## src/rtl/uart_rx_fifo_if.sv

```systemverilog
// Byte-stream bus between a UART receiver, its RX FIFO and the consumer.
// master drives writes/pops/clear; slave is the FIFO returning head byte and status.
interface uart_rx_fifo_if #(
  parameter int AW = 4
);
  logic          wr_en;
  logic [7:0]    wr_data;
  logic          rd_en;
  logic          ovf_clr;
  logic [7:0]    rd_data;
  logic          empty;
  logic          full;
  logic [AW:0]   count;
  logic          overflow;

  modport master (
    output wr_en, wr_data, rd_en, ovf_clr,
    input  rd_data, empty, full, count, overflow
  );

  modport slave (
    input  wr_en, wr_data, rd_en, ovf_clr,
    output rd_data, empty, full, count, overflow
  );
endinterface

```

## src/rtl/uart_rx_fifo.sv

```systemverilog
// UART receive byte FIFO with sticky overflow flag.
// Define UART_RX_FIFO_FWFT_EN for first-word-fall-through reads.
module uart_rx_fifo #(
  parameter int DEPTH = 16,
  parameter int AW    = 4
) (
  input logic           clk,
  input logic           rst,
  uart_rx_fifo_if.slave bus
);
  logic [7:0]  mem [DEPTH];
  logic [AW:0] wr_ptr;
  logic [AW:0] rd_ptr;
  logic        do_wr;
  logic        do_rd;
  logic        ovf;

  // Extra MSB on each pointer separates full from empty
  assign bus.empty = (wr_ptr == rd_ptr);
  assign bus.full  = (wr_ptr[AW-1:0] == rd_ptr[AW-1:0]) &&
                     (wr_ptr[AW] != rd_ptr[AW]);
  assign bus.count = wr_ptr - rd_ptr;
  assign bus.overflow = ovf;

  assign do_wr = bus.wr_en && !bus.full;
  assign do_rd = bus.rd_en && !bus.empty;

  always_ff @(posedge clk) begin
    if (rst) begin
      wr_ptr <= '0;
      rd_ptr <= '0;
    end else begin
      if (do_wr) wr_ptr <= wr_ptr + (AW+1)'(1);
      if (do_rd) rd_ptr <= rd_ptr + (AW+1)'(1);
    end
  end

  always_ff @(posedge clk) begin
    if (!rst && do_wr) mem[wr_ptr[AW-1:0]] <= bus.wr_data;
  end

  // A dropped write beats a simultaneous clear
  always_ff @(posedge clk) begin
    if (rst)                          ovf <= 1'b0;
    else if (bus.wr_en && bus.full)   ovf <= 1'b1;
    else if (bus.ovf_clr)             ovf <= 1'b0;
  end

`ifdef UART_RX_FIFO_FWFT_EN
  assign bus.rd_data = bus.empty ? 8'h00 : mem[rd_ptr[AW-1:0]];
`else
  logic [7:0] rd_q;

  always_ff @(posedge clk) begin
    if (rst)        rd_q <= 8'h00;
    else if (do_rd) rd_q <= mem[rd_ptr[AW-1:0]];
  end

  assign bus.rd_data = rd_q;
`endif
endmodule

```

## src/flat_wrapper.sv

```systemverilog
// flat-port wrapper written by rule: the top's interface ports become plain ports
module uart_rx_fifo_flat 
#(
  parameter int DEPTH = 16,
  parameter int AW    = 4
)
  (clk, rst, bus_wr_en, bus_wr_data, bus_rd_en, bus_ovf_clr, bus_rd_data, bus_empty, bus_full, bus_count, bus_overflow);
  uart_rx_fifo_if #(.AW(AW)) bus_i ();
  input logic clk;
  input logic rst;
  input wire logic [$bits(bus_i.wr_en)-1:0] bus_wr_en;
  input wire logic [$bits(bus_i.wr_data)-1:0] bus_wr_data;
  input wire logic [$bits(bus_i.rd_en)-1:0] bus_rd_en;
  input wire logic [$bits(bus_i.ovf_clr)-1:0] bus_ovf_clr;
  output wire logic [$bits(bus_i.rd_data)-1:0] bus_rd_data;
  output wire logic [$bits(bus_i.empty)-1:0] bus_empty;
  output wire logic [$bits(bus_i.full)-1:0] bus_full;
  output wire logic [$bits(bus_i.count)-1:0] bus_count;
  output wire logic [$bits(bus_i.overflow)-1:0] bus_overflow;
  assign bus_i.wr_en = bus_wr_en;
  assign bus_i.wr_data = bus_wr_data;
  assign bus_i.rd_en = bus_rd_en;
  assign bus_i.ovf_clr = bus_ovf_clr;
  assign bus_rd_data = bus_i.rd_data;
  assign bus_empty = bus_i.empty;
  assign bus_full = bus_i.full;
  assign bus_count = bus_i.count;
  assign bus_overflow = bus_i.overflow;
  uart_rx_fifo #(.DEPTH(DEPTH), .AW(AW)) u_core (.clk(clk), .rst(rst), .bus(bus_i));
endmodule
```

## config.mk

```make
export PLATFORM = sky130hd
export DESIGN_NAME = uart_rx_fifo_flat
export DESIGN_NICKNAME = d
export VERILOG_FILES = /design/src/rtl/uart_rx_fifo_if.sv /design/src/rtl/uart_rx_fifo.sv /design/src/flat_wrapper.sv
export SDC_FILE = /design/constraint.sdc
export NUM_CORES = 1
export LEC_CHECK = 0
export ABC_AREA = 1
export BUFFER_PORTS_ARGS = -buffer_cell sky130_fd_sc_hd__buf_2
export CORE_UTILIZATION = 30
export CTS_CLUSTER_DIAMETER = 150
export DETAILED_ROUTE_END_ITERATION = 8
export PLACE_DENSITY = 0.52
export SYNTH_ARGS = -nofsm -noshare
export SYNTH_HDL_FRONTEND = slang
export SYNTH_SLANG_ARGS = --single-unit
```

## constraint.sdc

```tcl
create_clock -name clk -period 2.2 [get_ports clk]
set_input_delay 0.33 -clock clk [delete_from_list [all_inputs] [get_ports clk]]
set_output_delay 0.33 -clock clk [all_outputs]
set_load 0.03 [all_outputs]
```

==> results of run 1 <==
[area by class of cell]
| class | instances | area [µm²] | area share (%) |
|---|---|---|---|
| Clock buffer | 17 | 425 | 5.49 |
| Clock inverter | 14 | 121 | 1.57 |
| Timing Repair Buffer | 70 | 479 | 6.19 |
| Sequential cell | 147 | 4230 | 54.6 |
| Inverter | 99 | 374 | 4.83 |
| Tap cell | 275 | 344 | 4.44 |
| Multi-Input combinational cell | 367 | 1770 | 22.9 |
[kinds of logic after synthesis]
group	Yosys count	share of synthesized area [%]
AND/OR/NAND/NOR	308	20.1
flip-flops	147	65.4
AO/OA/AOI/OAI	41	3.23
buffers and inverters	127	8.17
adder cells (fa/ha/maj)	10	2.05
XOR/XNOR	8	1.08
[sequential cells by signal, summed over array words and instances, names as in the netlist]
signal	count
u_core.mem	128
u_core.bus.rd_data	8
u_core.wr_ptr	5
u_core.rd_ptr	5
u_core.bus.overflow	1
[metal layers]
metal  up-vias  routed length [µm]
met5         -                   0
met4         0                 376
met3        27                 650
met2       101                8030
met1      2114                7400
li1       2216                   -
[per-stage QoR]
step | utilization, % | hold WS [ps] | setup TNS (ps) | std cells | cell area, µm²
3_3_place_gp | 33.7 | 453 | 0 | 956 | 7110
2_1_floorplan | - | 429 | -14550 | 641 | 6460
4_1_cts | 36.4 | 135 | 0 | 988 | 7670
5_1_grt | 36.7 | 163 | -11.6 | 989 | 7750
6_report | 36.7 | 150 | 0 | 989 | 7750
3_5_place_dp | 33.7 | 453 | 0 | 956 | 7110
[where the power goes]
group	leakage [µW]	total [µW]	internal [µW]	switching [µW]
Combinational	0.00163	1150	339	811
Clock	0.000263	2710	1630	1080
Sequential	0.00131	3120	3090	37.1
[worst paths after layout]
kind / from / end / slack (ps) / cells after the start
setup reg to reg: u_core.rd_ptr[3] / u_core.mem[2][3] / 170 / 10
setup / recovery: u_core.wr_ptr[0] / bus_count[4] / 70 / 8
hold reg to reg: u_core.bus.overflow / u_core.bus.overflow / 460 / 2
hold / removal: bus_ovf_clr / u_core.bus.overflow / 150 / 4
[worst register-to-register path, cell delays in order, from the launching register on]
cell     delay [ps]
dfxtp_2         330
inv_2            40
ha_1            310
nand2_2          80
nor2_2           40
nand3_2          90
nand2_2          80
nor2_1          180
nand2_1         240
nor2_1          150
buf_4           190
[repair_timing]
item / 4_1_cts / 5_1_grt
endpoints found under the setup margin: 2 / 83
hold buffers: 0 / 0
pin swaps: 0 / 6
resized for setup: 3 / 19
setup buffers: 1 / 1
[cells in the final DEF, fill, tap and decap left out]
cell type and count:
a21oi_1 26, a21oi_2 3, buf_12 1, buf_2 25, buf_4 43, buf_6 1
bufinv_16 2, clkbuf_16 17, clkinv_1 7, clkinv_2 3, clkinv_4 1, clkinvlp_4 2
dfxtp_1 15, dfxtp_2 4, edfxtp_1 128, fa_2 1, ha_1 6, ha_4 3
inv_1 91, inv_2 6, inv_4 1, nand2_1 181, nand2_2 4, nand2_4 1
nand3_1 93, nand3_2 3, nor2_1 24, nor2_2 2, o21ai_0 12, xor2_1 8
==> results.md, run 1 <==
- CTS tree: done
- Peak VDD IR: 0.449 mV
- Vias per cell: 4.51
- Vias in the first global route: 4,336
- Cells after synthesis: 641
- Dpl hpwl: 10,800 µm
- Port-buffer cells: 28
- Mapped Avg Cell Area: 10.1 µm²
- Routability cong.: 0.787
- Post-synth top flop: edfxtp_1
- Final hold violations: 0
- WP data required: 1870 ps
- Post-synth cell types: 24
- GRT overflow: 0
- Fin crit period: 2130 ps
- Top cell type's share of synthesized area: 59.5%
- Layout Nets: 725
- Full die area: 22,100 µm²
- Post-Route Skew: 4.89 ps
- Crit path buffers/inverters: 3
- Pleak: 0.00320 µW
- CORE AREA: 21,100 µm²
- Tcrit/Tclk final: 96.8%
- Leading area contributor after synthesis: edfxtp_1
- Hold Crit Class: in2reg
- Worst path slowest cell: fa_2
- Met1 Track Usage GR: 20.1%
- Synth Register Bits: 147
- Worst Path Max Fanout: 2
- DRT Wirelength: 16,500 µm
- Cell Area, Synth: 6460 µm²
- Vias post-DR: 4,458
- Num CTS Buffers: 17
- WS Path Type: reg2out
- Worst setup margin: 70.4 ps
- Largest net degree at the start of global routing: 67
- Slew margin rel.: 65.7%
- Area delta synth->final: 19.9%
- Top delay family on crit path: adder cells
- Final setup viols: 0
- CP Launch Type: flop
- # IOs: 29
- Fmax: 470 MHz
- Power Dens Cells: 902 nW/µm²
- Initial antenna violation count: 0
- Post-route ant nets: 0
- Post-synth net total: 664
- Most Frequent Cell on Critical Path: inv_2
- Top post-synthesis cells by area: edfxtp_1, nand2_1, nand3_1
- DIE WIDTH: 149 µm
- CP max stage delay: 370 ps
- Die Height: 149 µm
- Place WS: 125 ps
- Clk buf depth: 2
- Sequential fraction of the synthesis area: 65.4%
- Outcome: finished clean
- Max H-tree Level: 4
- Cells along the critical path: inv_2 > ha_4 > inv_2 > fa_2 > nand3_2 > nand2_2 > xor2_1 > buf_4
- Avg WL per Cell: 16.6 µm
- Top Usage Layer GRT: met2
- Total power: 6990 µW
- Ys async rst share: 0%
- RSZ-0062 raised after global routing: true
- Row count: 53
- Met3 usage: 3.09%
- Initial DRC count: 397
- Worst path arrival time: 1800 ps
- Most common cell in the synthesized netlist: nand2_1
- Clock transition at path regs: 60 ps
- Worst-Skew Late Latency: 430 ps
- Fillers: 2,154
- Antenna cells: 0
- Fin. max-slew vios: 0
- Max-cap viol count: 0
- Layout cells sized above 1: 17.2%
- Worst Setup End Kind: output pin
- Synth top cells by count: nand2_1, edfxtp_1, nand3_1
- Tot GR Track Use: 16.0%
- EDFF count, synth: 128
- Synthesis Warnings: 0
- CTS Root Cell: clkbuf_16
- Starting Density: 30.6%
- Worst-Margin Slew: 515 ps
- First-pass DRT Iterations: 5
- First-pass GRT wire length: 25,100 µm
- Clock sink total: 147
- Met2 Use GR: 26.7%
- DRC: 0
Note: power is estimated with default switching activity, not from simulation.
==> run 2: changes to the inputs <==
--- a/config.mk
+++ b/config.mk
@@ -10,6 +10,7 @@
 export CORE_UTILIZATION = 30
 export CTS_CLUSTER_DIAMETER = 150
 export DETAILED_ROUTE_END_ITERATION = 8
+export GPL_TIMING_DRIVEN = 0
 export PLACE_DENSITY = 0.52
 export SYNTH_ARGS = -nofsm -noshare
 export SYNTH_HDL_FRONTEND = slang
==> run 2 against run 1 <==
- global-route usage is 0.25 points higher
- setup slack better by 22 ps
- worst hold slack better by 11 ps
- combinational power is 6% higher
- cell count is 0.20% higher
- critical endpoint unchanged
- largest power group unchanged
- register-to-register slack worse by 50 ps
- first-iteration DRC count is 26% lower
- non-clock buffer count is 1 higher
==> results.md, run 2 (synthesis gave the netlist of run 1 again) <==
- Outcome: finished clean (unchanged)
- WS Path Type: reg2out (unchanged)
- RSZ-0062 raised after global routing: false (was true)
- Fmax: 474 MHz (was 470 MHz)
- Post-Route Skew: 8.39 ps (was 4.89 ps)
- First-pass DRT Iterations: 6 (was 5)
- # IOs: 29 (unchanged)
- Antenna cells: 0 (unchanged)
- Clk buf depth: 2 (unchanged)
- Worst-Skew Late Latency: 420 ps (was 430 ps)
- Largest net degree at the start of global routing: 17 (was 67)
- Layout Nets: 726 (was 725)
- Area delta synth->final: 23.2% (was 19.9%)
- Vias post-DR: 4,399 (was 4,458)
- Hold buffer count at CTS: 0 (unchanged)
- Pleak: 0.00321 µW (was 0.00320 µW)
- Fin. max-slew vios: 0 (unchanged)
- Final setup viols: 0 (unchanged)
- Worst path arrival time: 1780 ps (was 1800 ps)
- Fillers: 2,129 (was 2,154)
- Worst-Margin Slew: 617 ps (was 515 ps)
- Most common cell after layout, fill and taps aside: nand2_1 (unchanged)
- Place WS: -1050 ps (was 125 ps)
- CP max stage delay: 370 ps (about the same)
- Worst path slowest cell: fa_2 (unchanged)
- Slew margin rel.: 58.9% (was 65.7%)
- CTS Root Cell: clkbuf_16 (unchanged)
- Worst Setup End Kind: output pin (unchanged)
- Top Usage Layer GRT: met2 (unchanged)
- Hold Crit Class: in2reg (unchanged)
- Met1 Track Usage GR: 21.9% (was 20.1%)
- Tot GR Track Use: 16.2% (was 16.0%)
- Max-cap viol count: 0 (unchanged)
- Met3 usage: 2.63% (was 3.09%)
- Starting Density: 30.6% (unchanged)
- First-pass GRT wire length: 25,800 µm (was 25,100 µm)
- Most frequent cells in the layout: nand2_1, edfxtp_1, nand3_1, inv_1, buf_2 (was nand2_1, edfxtp_1, nand3_1, inv_1, buf_4)
- Final hold violations: 0 (unchanged)
- Clock transition at path regs: 50 ps (was 60 ps)
- CORE AREA: 21,100 µm² (unchanged)
- Port-buffer cells: 27 (was 28)
- Met2 Use GR: 25.6% (was 26.7%)
- Dpl hpwl: 10,700 µm (was 10,800 µm)
- Row count: 53 (unchanged)
- Power Dens Cells: 877 nW/µm² (was 902 nW/µm²)
- Worst Path Max Fanout: 4 (was 2)
- Top delay family on crit path: adder cells (unchanged)
- Total power: 6980 µW (was 6990 µW)
- Crit path buffers/inverters: 3 (unchanged)
- DRT Wirelength: 16,500 µm (about the same)
- DRC: 0 (unchanged)
- Routability cong.: 0.835 (was 0.787)
- Post-route ant nets: 0 (unchanged)
- Cells along the critical path: inv_2 > ha_1 > inv_1 > fa_2 > nand3_2 > nand2_2 > xor2_1 > buf_4 (was inv_2 > ha_4 > inv_2 > fa_2 > nand3_2 > nand2_2 > xor2_1 > buf_4)
- CTS tree: done (unchanged)
- Num CTS Buffers: 17 (unchanged)
- Layout cells sized above 1: 18.9% (was 17.2%)
- Full die area: 22,100 µm² (unchanged)
- CP Launch Type: flop (unchanged)
- GRT overflow: 0 (unchanged)
- Vias in the first global route: 4,425 (was 4,336)
- Fin crit period: 2110 ps (was 2130 ps)
- DIE WIDTH: 149 µm (unchanged)
- Initial DRC count: 295 (was 397)
- Clock sink total: 147 (unchanged)
- Initial antenna violation count: 0 (unchanged)
- Largest register FFs: 128 (unchanged)
- Peak VDD IR: 0.535 mV (was 0.449 mV)
- Worst setup margin: 92.1 ps (was 70.4 ps)
- Avg WL per Cell: 16.6 µm (about the same)
- Tcrit/Tclk final: 95.8% (was 96.8%)
- Max H-tree Level: 4 (unchanged)
- Vias per cell: 4.44 (was 4.51)
- WP data required: 1870 ps (about the same)
- Die Height: 149 µm (unchanged)
==> run 2: cell count changes in the layout (fill, tap and decap cells not counted), sizes merged <==
| cell | before | now |
|---|---|---|
| clkbuf | 17 | 30 |
| clkinv | 11 | 6 |
| buf | 70 | 66 |
| bufinv | 2 | 1 |
| inv | 98 | 97 |
==> run 2: path summary, 6_finish.rpt <==
check / startpoint / slack, ps / end / depth (start not counted)
worst max-delay path: u_core.wr_ptr[0] / 90 / bus_count[4] / 8
worst min-delay path: bus_ovf_clr / 160 / u_core.bus.overflow / 4
worst max register to register: u_core.rd_ptr[3] / 120 / u_core.mem[4][7] / 10
worst min register to register: u_core.bus.overflow / 460 / u_core.bus.overflow / 2
==> run 2: report_power, final <==
part | internal [µW] | switching [µW] | leakage, µW | total, µW
sequential | 3090 | 40.1 | 0.00131 | 3130
combinational | 381 | 843 | 0.00165 | 1220
clock | 1570 | 1060 | 0.000254 | 2630
==> run 2: final cells by class <==
class                           instances  area (µm²)  share of cell area (%)
Timing Repair Buffer                   45         382                    4.79
Clock buffer                           25         465                    5.85
Buffer                                 26         151                    1.90
Clock inverter                          7        60.1                   0.754
Multi-Input combinational cell        367        1940                    24.3
Inverter                               99         388                    4.87
Sequential cell                       147        4230                    53.2
Tap cell                              275         344                    4.32
==> run 2: per-layer routing <==
metal  routed length [µm]  vias up
li1                     -     2219
met1                 7720     2059
met2                 7710       93
met3                  552       28
met4                  488        0
met5                    0        -
==> run 2: what timing repair did <==
item                                   in CTS  in global routing
buffers inserted                           17                  1
setup endpoints to repair                 141                 92
resized for setup                          70                  3
endpoints found under the hold margin       0                  0
pin swaps                                  21                  6
==> run 2: through the flow <==
step	area (µm²)	utilization [%]	cells	hold slack, ps	TNS [ps]
3_3_place_gp	6940	32.9	943	453	-114630
2_1_floorplan	6460	-	641	429	-14550
6_report	7960	37.7	991	161	0
3_5_place_dp	6940	32.9	943	458	-116470
5_1_grt	7960	37.7	991	163	0
4_1_cts	7960	37.8	991	141	0
==> run 2: worst register-to-register path, cell delays in order, from the launching register on <==
cell	delay [ps]
dfxtp_1	410
inv_4	120
ha_4	280
nand2_2	90
nor2_4	40
nand3_2	100
nand2_4	90
nor2_4	200
nand2_4	170
nor2_4	170
buf_12	150
==> run 3: changes to the inputs <==
--- a/config.mk
+++ b/config.mk
@@ -7,11 +7,13 @@
 export LEC_CHECK = 0
 export ABC_AREA = 1
 export BUFFER_PORTS_ARGS = -buffer_cell sky130_fd_sc_hd__buf_2
+export CELL_PAD_IN_SITES_DETAIL_PLACEMENT = 1
+export CELL_PAD_IN_SITES_GLOBAL_PLACEMENT = 1
 export CORE_UTILIZATION = 30
 export CTS_CLUSTER_DIAMETER = 150
 export DETAILED_ROUTE_END_ITERATION = 8
 export GPL_TIMING_DRIVEN = 0
-export PLACE_DENSITY = 0.52
+export PLACE_DENSITY_LB_ADDON = 0.1
 export SYNTH_ARGS = -nofsm -noshare
 export SYNTH_HDL_FRONTEND = slang
 export SYNTH_SLANG_ARGS = --single-unit
==> run 3 against run 2 <==
- cell count rose by 0.30%
- sequential cell count did not move
- power rose by 2.1%
- clock power rose by 3%
- sequential share of layout area fell by 0.35 points
- via count rose by 3.0%
- sequential power barely moved
- critical path type unchanged
- critical endpoint is now bus_count[2]
==> results.md, run 3 (synthesis gave the netlist of run 1 again) <==
- Slew margin rel.: 51.4% (was 58.9%)
- Sequential power share: 43.9% (was 44.8%)
- Peak VDD IR: 0.538 mV (was 0.535 mV)
- Vias post-DR: 4,533 (was 4,399)
- Psw: 2110 µW (was 1940 µW)
- TNS Setup: 0 ps (unchanged)
- DRT Wirelength: 18,800 µm (was 16,500 µm)
- WP data required: 1870 ps (about the same)
- Die Height: 149 µm (unchanged)
- Met1 Track Usage GR: 23.4% (was 21.9%)
- Worst-Skew Late Latency: 420 ps (about the same)
- Vias per cell: 4.56 (was 4.44)
- Most frequent cells in the layout: nand2_1, edfxtp_1, nand3_1, inv_1, buf_2 (unchanged)
- Max H-tree Level: 4 (unchanged)
- CTS Root Cell: clkbuf_16 (unchanged)
- Cells along the critical path: inv_4 > ha_4 > inv_2 > fa_2 > buf_4 > xor2_1 > buf_4 (was inv_2 > ha_1 > inv_1 > fa_2 > nand3_2 > nand2_2 > xor2_1 > buf_4)
- Fin crit period: 2170 ps (was 2110 ps)
- Worst Setup End Kind: output pin (unchanged)
- Initial antenna violation count: 1 (was 0)
- First-pass GRT wire length: 28,700 µm (was 25,800 µm)
- CTS tree: done (unchanged)
- R2r worst-path depth: 11 (was 10)
- Top Usage Layer GRT: met2 (unchanged)
- Port-buffer cells: 27 (unchanged)
- Full die area: 22,100 µm² (unchanged)
- Crit path buffers/inverters: 4 (was 3)
- Antenna cells: 0 (unchanged)
- Pleak: 0.00322 µW (was 0.00321 µW)
- Most Frequent Cell on Critical Path: buf_4
- # IOs: 29 (unchanged)
- Final Non-Filler Cells: 994 (was 991)
- CORE AREA: 21,100 µm² (unchanged)
- Worst-Margin Slew: 729 ps (was 617 ps)
- Num CTS Buffers: 17 (unchanged)
- Final hold violations: 0 (unchanged)
- Placed Area: 6940 µm² (unchanged)
- Fin area: 8020 µm² (was 7960 µm²)
- Largest net degree at the start of global routing: 18 (was 17)
- CP Capture Point: bus_count[2] (was bus_count[4])
- Clock transition at path regs: 60 ps (was 50 ps)
- Worst path arrival time: 1840 ps (was 1780 ps)
- Met3 usage: 3.39% (was 2.63%)
- Largest register FFs: 128 (unchanged)
- Max-cap viol count: 0 (unchanged)
- Comb pwr share: 18.0% (was 17.5%)
- Fin. max-slew vios: 0 (unchanged)
- Tot GR Track Use: 18.3% (was 16.2%)
- Dpl hpwl: 12,700 µm (was 10,700 µm)
- Initial DRC count: 236 (was 295)
- GRT overflow: 0 (unchanged)
- Layout Nets: 729 (was 726)
- R2R Path End: u_core.mem[8][6] (was u_core.mem[4][7])
- Place WS: -1100 ps (was -1050 ps)
- Reg2reg setup slack: 110 ps (was 120 ps)
- Top delay family on crit path: adder cells (unchanged)
- Worst setup margin: 30.5 ps (was 92.1 ps)
- Worst path depth: 7 (was 8)
- Clock sink total: 147 (unchanged)
- Avg WL per Cell: 18.9 µm (was 16.6 µm)
- R2r startpoint: u_core.rd_ptr[1] (was u_core.rd_ptr[3])
- Row count: 53 (unchanged)
- Outcome: finished clean (unchanged)
- Worst path slowest cell: fa_2 (unchanged)
- Clk pwr share: 38.1% (was 37.6%)
- Post-Route Skew: 7.19 ps (was 8.39 ps)
- Critical Path Start: u_core.wr_ptr[0] (unchanged)
- Fmax: 461 MHz (was 474 MHz)
- DRC: 0 (unchanged)
- Final core occ: 38.0% (was 37.7%)
- WS Path Type: reg2out (unchanged)
- Most common cell after layout, fill and taps aside: nand2_1 (unchanged)
- Vias in the first global route: 4,766 (was 4,425)
- CP max stage delay: 390 ps (was 370 ps)
- Layout cells sized above 1: 20.6% (was 18.9%)
- Hold Crit Class: in2reg (unchanged)
- Tcrit/Tclk final: 98.6% (was 95.8%)
- Number of placed instances, taps included: 943 (unchanged)
- Clk buf depth: 2 (unchanged)
- First-pass DRT Iterations: 4 (was 6)
- Final setup viols: 0 (unchanged)
- RSZ-0062 raised after global routing: true (was false)
- Area delta synth->final: 24.1% (was 23.2%)
- Power Dens Cells: 889 nW/µm² (was 877 nW/µm²)
- Routability cong.: 0.792 (was 0.835)
- Worst Path Max Fanout: 3 (was 4)
- Pint: 5020 µW (was 5040 µW)
- Switching share of total power: 29.6% (was 27.8%)
- DIE WIDTH: 149 µm (unchanged)
- Post-route ant nets: 0 (unchanged)
- Starting Density: 30.6% (unchanged)
- CP Launch Type: flop (unchanged)
- Met2 Use GR: 31.3% (was 25.6%)
-- run 3: changes by cell type in the layout (fill, tap and decap cells not counted), sizes merged --
cell,delta
clkbuf,-8
clkinvlp,+6
inv,+1
buf,+4
-- run 3: tightest hold or removal path, cell delays in order --
cell and delay, ps:
buf_2 70, inv_1 30, nand2_1 40, a21oi_1 50
-- run 3: power by group through the flow --
stage	clock (µW)	sequential [µW]	combinational (µW)
2_1_floorplan	0	3230	701
3_3_place_gp	0	3190	1170
3_5_place_dp	0	3190	1190
4_1_cts	2770	3130	1260
5_1_grt	2890	3140	1420
6_report	2720	3130	1280
-- run 3: how the worst min path moves through the flow --
stage	start	to	slack, ps	cells after the start
6_report	bus_ovf_clr	u_core.bus.overflow	150	4
3_3_place_gp	u_core.bus.overflow	u_core.bus.overflow	460	2
2_1_floorplan	bus_wr_data[0]	u_core.mem[0][0]	430	0
5_1_grt	bus_wr_en	u_core.bus.overflow	190	3
4_1_cts	bus_ovf_clr	u_core.bus.overflow	140	4
3_5_place_dp	u_core.bus.overflow	u_core.bus.overflow	470	2
-- run 3: cell type report --
cell class                 count  area [µm²]
tap                          275         344
multi-input combinational    367        1950
fill                        2390       13100
timing repair buffer          48         404
inverter                      99         390
sequential                   147        4240
clock buffer                  18         429
buffer                        26         151
clock inverter                14         115
-- run 3: repair_timing --
item	in CTS	in global routing
endpoints found under the setup margin	143	108
hold endpoints to repair	0	0
gates resized for setup	65	13
hold buffers	0	0
setup buffers	16	5
pin swaps	21	7
-- run 3: metal layers --
layer  vias up  part of all wire, %
li1       2225                    -
met1      2236                   46
met2        54                   50
met3        18                  2.8
met4         0                  1.3
met5         -                    0
-- run 3: through the flow --
stage / total power, µW / hold slack [ps]
CTS: 7160 / 144
floorplan: 3930 / 429
finish: 7130 / 151
global route: 7440 / 191
global placement: 4350 / 456
detailed placement: 4380 / 467
